<file path="src/rtl/awg_pkg.sv">
// Shared constants and types for the multi-channel waveform generator.
package awg_pkg;

    // Command opcodes carried in the upper nibble of the frame header
    localparam logic [3:0] OP_TYPE   = 4'h1;
    localparam logic [3:0] OP_FREQ   = 4'h2;
    localparam logic [3:0] OP_AMP    = 4'h3;
    localparam logic [3:0] OP_OFFSET = 4'h4;
    localparam logic [3:0] OP_COMMIT = 4'h5;
    localparam logic [3:0] OP_PHRST  = 4'h6;

    // Channel field value addressing every channel at once
    localparam logic [3:0] CH_BCAST = 4'hF;

    // Frame geometry: header, data MSB, data LSB, checksum
    localparam int unsigned FRAME_LEN    = 4;
    localparam int unsigned FRAME_DATA_W = 16;

    typedef enum logic [1:0] {
        WAVE_SQUARE = 2'd0,
        WAVE_SAW    = 2'd1,
        WAVE_TRI    = 2'd2,
        WAVE_DC     = 2'd3
    } wave_e;

    typedef enum logic [1:0] {
        ST_HDR  = 2'd0,
        ST_DMSB = 2'd1,
        ST_DLSB = 2'd2,
        ST_CHK  = 2'd3
    } parse_e;

    typedef struct packed {
        logic [3:0] opcode;
        logic [3:0] chan;
    } hdr_t;

    typedef struct packed {
        hdr_t                    hdr;
        logic [FRAME_DATA_W-1:0] data;
    } cmd_t;

    // Frame checksum: XOR of the three payload bytes
    function automatic logic [7:0] frame_csum(input logic [7:0] b0,
                                              input logic [7:0] b1,
                                              input logic [7:0] b2);
        return b0 ^ b1 ^ b2;
    endfunction

endpackage

</file>
<file path="src/rtl/awg_if.sv">
// Command byte stream in, per-channel samples and status pulses out.
interface awg_if #(
    parameter int unsigned NUM_CH = 4,
    parameter int unsigned DATA_W = 10
);
    logic [7:0]               uart_data;
    logic                     data_valid;
    logic [NUM_CH*DATA_W-1:0] waveform_data;
    logic [NUM_CH-1:0]        phase_wrap;
    logic                     cmd_ack;
    logic                     frame_err;

    modport master (
        output uart_data, data_valid,
        input  waveform_data, phase_wrap, cmd_ack, frame_err
    );

    modport slave (
        input  uart_data, data_valid,
        output waveform_data, phase_wrap, cmd_ack, frame_err
    );
endinterface

</file>
<file path="src/rtl/awg_multi_core_channel.sv">
// One waveform channel: shadow/active settings, phase accumulator and a
// two-stage shape/scale/offset pipeline.
module awg_channel
    import awg_pkg::*;
#(
    parameter int unsigned DATA_W = 10,
    parameter int unsigned FREQ_W = 16
) (
    input  logic                    clk,
    input  logic                    rst,
    input  logic                    wr_type,
    input  logic                    wr_freq,
    input  logic                    wr_amp,
    input  logic                    wr_off,
    input  logic [FRAME_DATA_W-1:0] wr_data,
    input  logic                    commit,
    input  logic                    phase_clr,
    output logic [DATA_W-1:0]       sample,
    output logic                    wrap
);

    localparam int unsigned ACC_W  = FREQ_W + 8;
    localparam int unsigned SUM_W  = ACC_W + 1;
    localparam int unsigned PROD_W = 2 * DATA_W;
    localparam int unsigned SAT_W  = DATA_W + 1;

    wave_e              type_sh_q, type_sh_d, type_act_q, type_act_d;
    logic [FREQ_W-1:0]  freq_sh_q, freq_sh_d, freq_act_q, freq_act_d;
    logic [DATA_W-1:0]  amp_sh_q, amp_sh_d, amp_act_q, amp_act_d;
    logic [DATA_W-1:0]  off_sh_q, off_sh_d, off_act_q, off_act_d;
    logic [ACC_W-1:0]   acc_q, acc_d;
    logic               wrap_q, wrap_d;
    logic [DATA_W-1:0]  s1_q, s1_d;
    logic [DATA_W-1:0]  off1_q, off1_d;
    logic [DATA_W-1:0]  out_q, out_d;

    logic [SUM_W-1:0]   add_c;
    logic [DATA_W-1:0]  phase_c;
    logic [DATA_W-1:0]  raw_c;
    logic [PROD_W-1:0]  prod_c;
    logic [SAT_W-1:0]   sat_c;

    // Settings registers and phase accumulator next state
    always_comb begin
        type_sh_d  = type_sh_q;
        freq_sh_d  = freq_sh_q;
        amp_sh_d   = amp_sh_q;
        off_sh_d   = off_sh_q;
        type_act_d = type_act_q;
        freq_act_d = freq_act_q;
        amp_act_d  = amp_act_q;
        off_act_d  = off_act_q;

        if (wr_type) type_sh_d = wave_e'(wr_data[1:0]);
        if (wr_freq) freq_sh_d = FREQ_W'(wr_data);
        if (wr_amp)  amp_sh_d  = DATA_W'(wr_data);
        if (wr_off)  off_sh_d  = DATA_W'(wr_data);

        if (commit) begin
            type_act_d = type_sh_q;
            freq_act_d = freq_sh_q;
            amp_act_d  = amp_sh_q;
            off_act_d  = off_sh_q;
        end

        // Carry out of the accumulator is the wrap event; a phase clear wins
        add_c  = SUM_W'(acc_q) + SUM_W'(freq_act_q);
        acc_d  = phase_clr ? '0 : add_c[ACC_W-1:0];
        wrap_d = add_c[ACC_W] & ~phase_clr;
    end

    // Stage 1 shapes and scales, stage 2 adds offset with saturation
    always_comb begin
        phase_c = acc_q[ACC_W-1 -: DATA_W];
        raw_c   = '0;
        unique case (type_act_q)
            WAVE_SQUARE: raw_c = phase_c[DATA_W-1] ? '1 : '0;
            WAVE_SAW:    raw_c = phase_c;
            WAVE_TRI:    raw_c = phase_c[DATA_W-1] ? ~{phase_c[DATA_W-2:0], 1'b0}
                                                   :  {phase_c[DATA_W-2:0], 1'b0};
            WAVE_DC:     raw_c = '1;
            default:     raw_c = '0;
        endcase
        prod_c = PROD_W'(raw_c) * (PROD_W'(amp_act_q) + PROD_W'(1));
        s1_d   = DATA_W'(prod_c >> DATA_W);
        off1_d = off_act_q;
        sat_c  = SAT_W'(s1_q) + SAT_W'(off1_q);
        out_d  = sat_c[DATA_W] ? '1 : sat_c[DATA_W-1:0];
    end

    // State registers with synchronous active-low reset
    always_ff @(posedge clk) begin
        if (!rst) begin
            type_sh_q  <= WAVE_SQUARE;
            freq_sh_q  <= '0;
            amp_sh_q   <= '0;
            off_sh_q   <= '0;
            type_act_q <= WAVE_SQUARE;
            freq_act_q <= '0;
            amp_act_q  <= '0;
            off_act_q  <= '0;
            acc_q      <= '0;
            wrap_q     <= 1'b0;
            s1_q       <= '0;
            off1_q     <= '0;
            out_q      <= '0;
        end else begin
            type_sh_q  <= type_sh_d;
            freq_sh_q  <= freq_sh_d;
            amp_sh_q   <= amp_sh_d;
            off_sh_q   <= off_sh_d;
            type_act_q <= type_act_d;
            freq_act_q <= freq_act_d;
            amp_act_q  <= amp_act_d;
            off_act_q  <= off_act_d;
            acc_q      <= acc_d;
            wrap_q     <= wrap_d;
            s1_q       <= s1_d;
            off1_q     <= off1_d;
            out_q      <= out_d;
        end
    end

    assign sample = out_q;
    assign wrap   = wrap_q;

endmodule

</file>
<file path="src/rtl/awg_multi_core.sv">
// Multi-channel AWG: byte-stream command parser driving NUM_CH channels.
module awg_multi_core
    import awg_pkg::*;
#(
    parameter int unsigned NUM_CH      = 4,
    parameter int unsigned DATA_W      = 10,
    parameter int unsigned FREQ_W      = 16,
    parameter int unsigned TIMEOUT_CYC = 100000
) (
    input  logic clk,
    input  logic rst,
    awg_if.slave bus
);

    localparam int unsigned IDLE_W = $clog2(TIMEOUT_CYC + 1);

    parse_e             state_q, state_d;
    hdr_t               hdr_q, hdr_d;
    logic [7:0]         dmsb_q, dmsb_d;
    logic [7:0]         dlsb_q, dlsb_d;
    logic [IDLE_W-1:0]  idle_q, idle_d;
    logic               ack_q, ack_d;
    logic               err_q, err_d;

    cmd_t               cmd_c;
    logic               op_ok_c, chan_ok_c, csum_ok_c, exec_c;
    logic [NUM_CH-1:0]  wr_type_c, wr_freq_c, wr_amp_c, wr_off_c, phase_clr_c;
    logic               commit_c;

    logic [NUM_CH*DATA_W-1:0] wave_w;
    logic [NUM_CH-1:0]        wrap_w;

    // Frame validation against the byte currently presented in CHK
    always_comb begin
        cmd_c     = '{hdr: hdr_q, data: {dmsb_q, dlsb_q}};
        op_ok_c   = (hdr_q.opcode >= OP_TYPE) && (hdr_q.opcode <= OP_PHRST);
        chan_ok_c = (hdr_q.opcode == OP_COMMIT) || (hdr_q.chan == CH_BCAST) ||
                    (32'(hdr_q.chan) < NUM_CH);
        csum_ok_c = frame_csum(hdr_q, dmsb_q, dlsb_q) == bus.uart_data;
    end

    // Parser next state, status pulses and inter-byte timeout
    always_comb begin
        state_d = state_q;
        hdr_d   = hdr_q;
        dmsb_d  = dmsb_q;
        dlsb_d  = dlsb_q;
        idle_d  = idle_q;
        ack_d   = 1'b0;
        err_d   = 1'b0;
        exec_c  = 1'b0;

        unique case (state_q)
            ST_HDR: if (bus.data_valid) begin
                hdr_d   = hdr_t'(bus.uart_data);
                state_d = ST_DMSB;
            end
            ST_DMSB: if (bus.data_valid) begin
                dmsb_d  = bus.uart_data;
                state_d = ST_DLSB;
            end
            ST_DLSB: if (bus.data_valid) begin
                dlsb_d  = bus.uart_data;
                state_d = ST_CHK;
            end
            ST_CHK: if (bus.data_valid) begin
                state_d = ST_HDR;
                if (csum_ok_c && op_ok_c && chan_ok_c) begin
                    exec_c = 1'b1;
                    ack_d  = 1'b1;
                end else begin
                    err_d  = 1'b1;
                end
            end
            default: state_d = ST_HDR;
        endcase

        // A byte in the expiry cycle keeps the frame alive
        if (state_q == ST_HDR || bus.data_valid) begin
            idle_d = '0;
        end else if (idle_q == IDLE_W'(TIMEOUT_CYC - 1)) begin
            idle_d  = '0;
            state_d = ST_HDR;
            err_d   = 1'b1;
        end else begin
            idle_d = idle_q + IDLE_W'(1);
        end
    end

    // Per-channel write strobes decoded from the executing frame
    always_comb begin
        commit_c    = exec_c && (hdr_q.opcode == OP_COMMIT);
        wr_type_c   = '0;
        wr_freq_c   = '0;
        wr_amp_c    = '0;
        wr_off_c    = '0;
        phase_clr_c = '0;
        for (int k = 0; k < NUM_CH; k++) begin
            if (exec_c && (hdr_q.chan == CH_BCAST || hdr_q.chan == 4'(k))) begin
                wr_type_c[k]   = (hdr_q.opcode == OP_TYPE);
                wr_freq_c[k]   = (hdr_q.opcode == OP_FREQ);
                wr_amp_c[k]    = (hdr_q.opcode == OP_AMP);
                wr_off_c[k]    = (hdr_q.opcode == OP_OFFSET);
                phase_clr_c[k] = (hdr_q.opcode == OP_PHRST);
            end
        end
    end

    // Parser registers with synchronous active-low reset
    always_ff @(posedge clk) begin
        if (!rst) begin
            state_q <= ST_HDR;
            hdr_q   <= '0;
            dmsb_q  <= '0;
            dlsb_q  <= '0;
            idle_q  <= '0;
            ack_q   <= 1'b0;
            err_q   <= 1'b0;
        end else begin
            state_q <= state_d;
            hdr_q   <= hdr_d;
            dmsb_q  <= dmsb_d;
            dlsb_q  <= dlsb_d;
            idle_q  <= idle_d;
            ack_q   <= ack_d;
            err_q   <= err_d;
        end
    end

    for (genvar k = 0; k < NUM_CH; k++) begin : g_ch
        awg_channel #(
            .DATA_W (DATA_W),
            .FREQ_W (FREQ_W)
        ) u_ch (
            .clk       (clk),
            .rst       (rst),
            .wr_type   (wr_type_c[k]),
            .wr_freq   (wr_freq_c[k]),
            .wr_amp    (wr_amp_c[k]),
            .wr_off    (wr_off_c[k]),
            .wr_data   (cmd_c.data),
            .commit    (commit_c),
            .phase_clr (phase_clr_c[k]),
            .sample    (wave_w[k*DATA_W +: DATA_W]),
            .wrap      (wrap_w[k])
        );
    end

    assign bus.waveform_data = wave_w;
    assign bus.phase_wrap    = wrap_w;
    assign bus.cmd_ack       = ack_q;
    assign bus.frame_err     = err_q;

endmodule

</file>
<file path="src/flat_wrapper.sv">
// flat-port wrapper written by rule: the top's interface ports become plain ports
module awg_multi_core_flat import awg_pkg::*;
#(
    parameter int unsigned NUM_CH      = 4,
    parameter int unsigned DATA_W      = 10,
    parameter int unsigned FREQ_W      = 16,
    parameter int unsigned TIMEOUT_CYC = 100000
)
  (clk, rst, bus_uart_data, bus_data_valid, bus_waveform_data, bus_phase_wrap, bus_cmd_ack, bus_frame_err);
  awg_if #(.NUM_CH(NUM_CH), .DATA_W(DATA_W)) bus_i ();
  input  logic clk;
  input  logic rst;
  input wire logic [$bits(bus_i.uart_data)-1:0] bus_uart_data;
  input wire logic [$bits(bus_i.data_valid)-1:0] bus_data_valid;
  output wire logic [$bits(bus_i.waveform_data)-1:0] bus_waveform_data;
  output wire logic [$bits(bus_i.phase_wrap)-1:0] bus_phase_wrap;
  output wire logic [$bits(bus_i.cmd_ack)-1:0] bus_cmd_ack;
  output wire logic [$bits(bus_i.frame_err)-1:0] bus_frame_err;
  assign bus_i.uart_data = bus_uart_data;
  assign bus_i.data_valid = bus_data_valid;
  assign bus_waveform_data = bus_i.waveform_data;
  assign bus_phase_wrap = bus_i.phase_wrap;
  assign bus_cmd_ack = bus_i.cmd_ack;
  assign bus_frame_err = bus_i.frame_err;
  awg_multi_core #(.NUM_CH(NUM_CH), .DATA_W(DATA_W), .FREQ_W(FREQ_W), .TIMEOUT_CYC(TIMEOUT_CYC)) u_core (.clk(clk), .rst(rst), .bus(bus_i));
endmodule
</file>
<file path="config.mk">
export PLATFORM = sky130hd
export DESIGN_NAME = awg_multi_core_flat
export DESIGN_NICKNAME = d
export VERILOG_FILES = /design/src/rtl/awg_pkg.sv /design/src/rtl/awg_if.sv /design/src/rtl/awg_multi_core_channel.sv /design/src/rtl/awg_multi_core.sv /design/src/flat_wrapper.sv
export SDC_FILE = /design/constraint.sdc
export NUM_CORES = 2
export LEC_CHECK = 0
export BUFFER_PORTS_ARGS = -buffer_cell sky130_fd_sc_hd__buf_4
export CAP_MARGIN = 0
export CORE_MARGIN = 3
export CORE_UTILIZATION = 50
export DETAILED_ROUTE_END_ITERATION = 8
export PLACE_DENSITY = 0.66
export SLEW_MARGIN = 5
export SYNTH_ARGS = -nofsm -noshare
export SYNTH_HDL_FRONTEND = slang
export SYNTH_SLANG_ARGS = --single-unit
</file>
<file path="constraint.sdc">
create_clock -name clk -period 7.02 [get_ports clk]
set_input_delay 0.351 -clock clk [delete_from_list [all_inputs] [get_ports clk]]
set_output_delay 0.351 -clock clk [all_outputs]
set_load 0.03 [all_outputs]
</file>
Word level (Yosys, flattened, before mapping):

Cells that the tools add are included.

* register bits after elaboration: 569
* output and inout bits: 46
* word-level logic and storage cells: 202

* add/subtract/negate cells: 13
* multipliers: 4
* order comparisons: 3
* equal/unequal tests: 27
* muxes and demuxes: 51
* bitwise gates (word level): 15
* reductions and logical operators: 29

Operators with widths (count)
* $pmux 10 s4: 4
* $mux 10: 12
* $add 24x16->25: 4
* $mul 10x11->20: 4
* $add 10x1->11 const B: 4
* $add 10x10->11: 4
* $not 10->10: 4
* $mux 1: 28
* $eq 2x2->1 const B: 10
* $add 17x1->17 const B: 1
* $eq 17x17->1 const B: 1
* $eq 4x2->1 const B: 4
* $xor 8x8->8: 2
* $eq 4x3->1 const B: 3
* $mux 2: 6
* $eq 2x1->1 const B: 5
* $logic_not 2->1: 5
* $eq 4x1->1 const B: 2
* $eq 8x8->1: 1
* $logic_and 1x1->1: 8
* $pmux 2 s4: 1
* $reduce_or 2->1: 4
* $logic_or 1x1->1: 7
* $reduce_and 2->1: 3
* 8 further kinds: 15

Logic depth before layout (Yosys ltp):

* depth in word-level cells: 12
* mapped depth: 25
* mapped depth without buffers: 23

Hierarchy:

From an unflattened synthesis, not the netlist that was laid out.

* cell total of the unflattened synthesis: 4308
* area, all modules: 39739.4 um2

Modules (own cells, without submodules)
* awg_channel (u_core.g_ch[2].u_ch ...): times used 2, cells each 1000, area an instance 9277.6 um2
* awg_channel (u_core.g_ch[0].u_ch): times used 1, cells each 1025, area an instance 9480.3 um2
* awg_channel (u_core.g_ch[1].u_ch): times used 1, cells each 1012, area an instance 9336.5 um2
* awg_multi_core: times used 1, cells each 271, area an instance 2367.3 um2

Worst setup path before layout:

No wires, ideal clock.

* path kind: reg2reg
* start point: reg u_core.g_ch[1].u_ch.amp_act_q[2]
* end point: reg u_core.g_ch[1].u_ch.s1_q[8]
* library setup time: 0.086 ns
* arrival time: 6.014 ns
* setup slack: 0.921 ns
* cell stages (with the launch flop): 25
* buffers on the path: 1
* clock period less this slack: 6.099 ns
* cells stage by stage: dfxtp_1 -> clkbuf_1 -> nand3_1 -> nor2_1 -> nand3_1 -> xnor2_1 -> nand2_1 -> fa_1 -> inv_1 -> fa_1 -> inv_1 -> fa_1 -> inv_1 -> fa_1 -> inv_1 -> fa_1 -> inv_1 -> ha_1 -> nand3_1 -> o211ai_1 -> a221oi_1 -> a21oi_1 -> or3_1 -> or2_2 -> a211oi_1

* longest elaborated chain between the ends: 2

Ends and longest elaborated chain
* start: declaration: RTL line awg_multi_core_channel.sv:29 `logic [DATA_W-1:0] amp_sh_q, amp_sh_d, amp_act_q, amp_act_d;`
* start signal: assignment: RTL line awg_multi_core_channel.sv:114 `amp_act_q <= amp_act_d;`
* $add 10x1->11: RTL line awg_multi_core_channel.sv:84 `prod_c = PROD_W'(raw_c) * (PROD_W'(amp_act_q) + PROD_W'(1));`
* $mul 10x11->20: RTL line awg_multi_core_channel.sv:84
* end signal: assignment: RTL line awg_multi_core_channel.sv:104 `s1_q <= '0;`
* end signal: assignment: RTL line awg_multi_core_channel.sv:118 `s1_q <= s1_d;`
* end: declaration: RTL line awg_multi_core_channel.sv:33 `logic [DATA_W-1:0] s1_q, s1_d;`

No other way between the ends.
A chain may end at the register's enable or synchronous reset.

Worst setup path after layout:

* start point: reg u_core.g_ch[1].u_ch.acc_q[23]
* end point: reg u_core.g_ch[1].u_ch.s1_q[8]

* longest elaborated chain between the ends: 3
* elaborated cells on any way between the ends: 4
* classes of those cells: mul: 1; mux: 3

Ends and longest elaborated chain
* start: declaration: RTL line awg_multi_core_channel.sv:31 `logic [ACC_W-1:0] acc_q, acc_d;`
* start signal: assignment: RTL line awg_multi_core_channel.sv:102 `acc_q <= '0;`
* start signal: assignment: RTL line awg_multi_core_channel.sv:116 `acc_q <= acc_d;`
* $mux 10 (on tied branches): RTL line awg_multi_core_channel.sv:79, awg_multi_core_channel.sv:77
* $pmux 10 s4 *: RTL line awg_multi_core_channel.sv:76 `unique case (type_act_q)`
* $mul 10x11->20 *: RTL line awg_multi_core_channel.sv:84

Every way passes the cells marked *; elsewhere a longest branch is shown, timed or not.

==> flow_summary_export.csv <==
group,metric,value,unit
yosys,ys_types,76,
setup_path,startpoint_type,"flop",
floorplanning,core,76300,sq um
routing,drc_errors,0,
yosys,async_reset_ff_frac,0,
sta,worst_slack,0.498,ns
hold_path,hold_depth,3,
status,status,"complete, no violations",
setup_path,slowest_delay,0.67,ns
pwr,power_density,162,nW/um^2
yosys,muxShareOfSynthArea,0.0392,
clock_network,clk_pin_slew,0.06,ns
sta,timing.final.crit_share,0.929,
clock_network,clk_latency,0.61,ns
sta,maxSlewHeadroom,0.244,
yosys,syn_inst,4449,
placed_design,place_hpwl,63800,um
setup_path,cp_cell_sequence,"and2_1 > a21oi_1 > o22ai_1 > nand2b_1 > fa_1 > fa_1 > inv_1 > fa_1 > fa_1 > fa_1 > ha_1 > a21oi_1 > o211ai_1 > a221oi_1 > a21oi_1 > or3_1 > or2_2 > a211oi_1",
placed_design,io_buffers,56,
run,drv_cap,0,
floorplanning,rows,101,
setup_path,worstPathBufferInverterCount,1,
pwr,p_leak,0.0193,uW
sta,maxSlewViolCount,0,
clock_network,cts_buffers,67,
routing,drtAntennaViolNets,0,
layout,drive_above_1_share,0.0610,
yosys,syn_nets,5057,
yosys,syn_avg_cell_area,8.70,sq um
routing,routed_wl,86400,um
sta,finalSetupViolCount,0,
clock_network,cts_max_level,3,
clock_network,cts_tree,"done",
grt,grt_remaining_overflow,0,
grt,grt_pass1_wl,145000,um
yosys,synth_edf_count,0,
placed_design,globalplace.congestion,0.892,
yosys,ys.warnings.count,0,
setup_path,slowest_stage,"o22ai_1",
layout,syn_to_final_growth,9.11,%
grt,grt_max_degree,126,
setup_path,worst-r2r-setup-slack,0.50,ns
yosys,synth.top_cell.area_share,0.294,
yosys,synthSimpleGateAreaFrac,0.189,
layout,final_cell_count_no_fill,5505,
sta,hold_violations,0,
sta,tightest_slew,1.13,ns
routing,wire_per_inst,15.7,um
grt,grt_pass1_vias,28700,
setup_path,r2r_end,"u_core.g_ch[1].u_ch.s1_q[8]",
clock_network,cts_root_buffer,"clkbuf_16",
yosys,synth-compound-area-share,0.123,
sta,rsz0062_at_grt,"false",
layout,final_nets,5032,
yosys,synth_area,38700,sq um
floorplanning,initial_core_util,0.507,
hold_path,worstHoldStart,"bus_uart_data[0]",
placed_design,dp_slack,0.475,ns
yosys,synthTopCellsByArea,"dfxtp_1, fa_1, ha_1",
sta,max_freq,153,MHz
grt,grt_use_total,0.214,
setup_path,worstPathRequired,7.51,ns
routing,drt_iter0_drc,1941,
floorplanning,die_h,284,um
grt,antenna_found_initial,5,
yosys,synth-xor-area-share,0.0488,
yosys,synth-seq-cells,569,
setup_path,reg2reg_from,"u_core.g_ch[1].u_ch.acc_q[23]",
floorplanning,dieArea,80800,sq um
clock_network,cts_buffer_depth,3,
setup_path,worstSetupPathType,"reg -> reg",
sta,tns,0,ns
setup_path,end_kind,"flop",
hold_path,worst_hold_path_type,"in -> reg",
setup_path,r2r_cells,18,
yosys,post-synth-top-area-cell,"dfxtp_1",
yosys,seq_area_frac_synth,0.294,
yosys,synth_fa_ha_area_frac,0.247,
routing,via_count,29600,
yosys,synth_top_family_by_area,"adder cells",
clock_network,cts.sinks,569,
sta,fin_skew,0.0385,ns
setup_path,cp.arrival,7.02,ns
setup_path,cp_max_fo,15,
floorplanning,die_w,284,um
routing,routed_via_density,5.37,
sta,fin_crit,6.52,ns
setup_path,crit_family,"adder cells",
hold_path,worstHoldEndpoint,"u_core.dlsb_q[0]",
pwr,irDropWorstVdd,0.000167,V
routing,drtPass1Iterations,5,
yosys,ys.flop_type,"dfxtp_1",
floorplanning,num_io_pins,57,
placed_design,dp.cells,5385,
setup_path,crit_top_cell,"fa_1",
[area by class of cell]
class / instances / area (sq um)
Inverter: 385 / 1450
Tap cell: 1030 / 1290
Timing Repair Buffer: 108 / 818
Clock buffer: 94 / 1950
Clock inverter: 23 / 239
Multi-Input combinational cell: 3293 / 25100
Fill cell: 7054 / 34100
Sequential cell: 569 / 11400
Antenna cell: 3 / 7.51
[cell usage in the layout (no fill, tap or decap), drive strengths merged, types with 21 or more instances in the layout]
cell type / instances
a211oi: 23
a21o: 66
a21oi: 160
a31oi: 32
and2: 106
and3: 32
buf: 108
clkbuf: 94
dfxtp: 569
fa: 280
ha: 317
inv: 390
mux2i: 148
nand2: 494
nand2b: 50
nand3: 216
nand4: 21
nor2: 433
nor2b: 63
nor3: 36
o21a: 66
o21ai: 283
o22ai: 23
or2: 31
or3: 27
xnor2: 136
xor2: 77
[sequential cells by signal, indices dropped and copies added (netlist names)]
signal,count
u_core.state_q,2
u_core.dmsb_q,8
u_core.g_ch.u_ch.s1_q,40
u_core.cmd_c,8
u_core.g_ch.u_ch.off_sh_q,40
u_core.bus.frame_err,1
u_core.g_ch.u_ch.type_sh_q,8
u_core.g_ch.u_ch.wrap,4
u_core.g_ch.u_ch.off1_q,40
u_core.bus.cmd_ack,1
u_core.g_ch.u_ch.type_act_q,8
u_core.g_ch.u_ch.freq_act_q,64
u_core.g_ch.u_ch.amp_sh_q,40
u_core.g_ch.u_ch.acc_q,96
u_core.dlsb_q,8
u_core.g_ch.u_ch.freq_sh_q,64
u_core.g_ch.u_ch.off1_d,40
u_core.g_ch.u_ch.amp_act_q,40
u_core.idle_q,17
u_core.g_ch.u_ch.sample,40
[how the worst max path moves through the flow]
stage,from,endpoint,slack [ns],cells past startpoint
2_1_floorplan,u_core.g_ch[1].u_ch.amp_act_q[2],u_core.g_ch[1].u_ch.s1_q[8],0.92,24
3_3_place_gp,u_core.g_ch[1].u_ch.acc_q[23],u_core.g_ch[1].u_ch.s1_q[8],0.63,18
3_5_place_dp,u_core.g_ch[1].u_ch.acc_q[23],u_core.g_ch[1].u_ch.s1_q[8],0.47,18
4_1_cts,u_core.g_ch[1].u_ch.acc_q[23],u_core.g_ch[1].u_ch.s1_q[8],0.45,18
5_1_grt,u_core.g_ch[3].u_ch.acc_q[23],u_core.g_ch[3].u_ch.s1_q[9],0.02,21
6_report,u_core.g_ch[1].u_ch.acc_q[23],u_core.g_ch[1].u_ch.s1_q[8],0.50,18
[routing by layer]
metal,track usage,up-vias,part of all wire
met2,0.344,518,0.45
met5,0,-,0.00054
li1,-,14800,-
met4,0.0477,6,0.017
met3,0.0370,115,0.047
met1,0.303,14100,0.48
[worst min-delay path, cell delays in order]
cell     delay (ns)
buf_4          0.10
mux2i_1        0.06
nor2b_1        0.09
[repair_timing]
item / 4_1_cts / 5_1_grt
setup buffers: 0 / 0
hold buffers: 0 / 0
gates resized for setup: 0 / 6
setup endpoints to repair: 0 / 4
[stage by stage]
stage,util,hold WS [ns],total power (uW),cell area [sq um]
finish,0.553,0.0607,6860,42200
detailed placement,0.524,0.439,3500,40000
global route,0.553,0.0389,7090,42200
CTS,0.553,0.0280,6920,42200
floorplan,-,0.428,3450,38700
global placement,0.524,0.437,3500,40000
[Yosys cell counts, drive strengths merged (8+ instances only)]
cell type	count
nand2b	50
or3	27
ha	317
clkbuf	148
o21ai	283
fa	280
nand3	216
and3	32
buf	54
o21bai	8
o22a	16
dfxtp	569
xor2	77
xnor2	136
nor4	12
and2	106
nor2	433
a21oi	160
or2	31
o21a	66
o22ai	23
o211ai	15
a21boi	11
and4	8
nor2b	63
nand2	494
a2111oi	9
nor3	36
a31oi	32
nand4	21
a21o	66
mux2i	148
inv	385
a211oi	23
[power breakdown]
| part | total, uW | internal (uW) | switching, uW |
|---|---|---|---|
| logic | 166 | 52.7 | 113 |
| registers | 3260 | 3240 | 23.3 |
| clock network | 3430 | 2030 | 1400 |
| total | 6860 | 5320 | 1540 |
[logic make-up (layout without fill, tap and decap cells)]
group,count (synthesis),in the layout
xor gates and xnor gates,214,214
buffers and inverters,587,610
muxes,151,151
other,0,3
and+or+nand+nor,1563,1563
DFF,569,569
AOI/OAI and AO/OA,768,768
adders and majority gates,597,597
(Power assumes the default switching activity.)
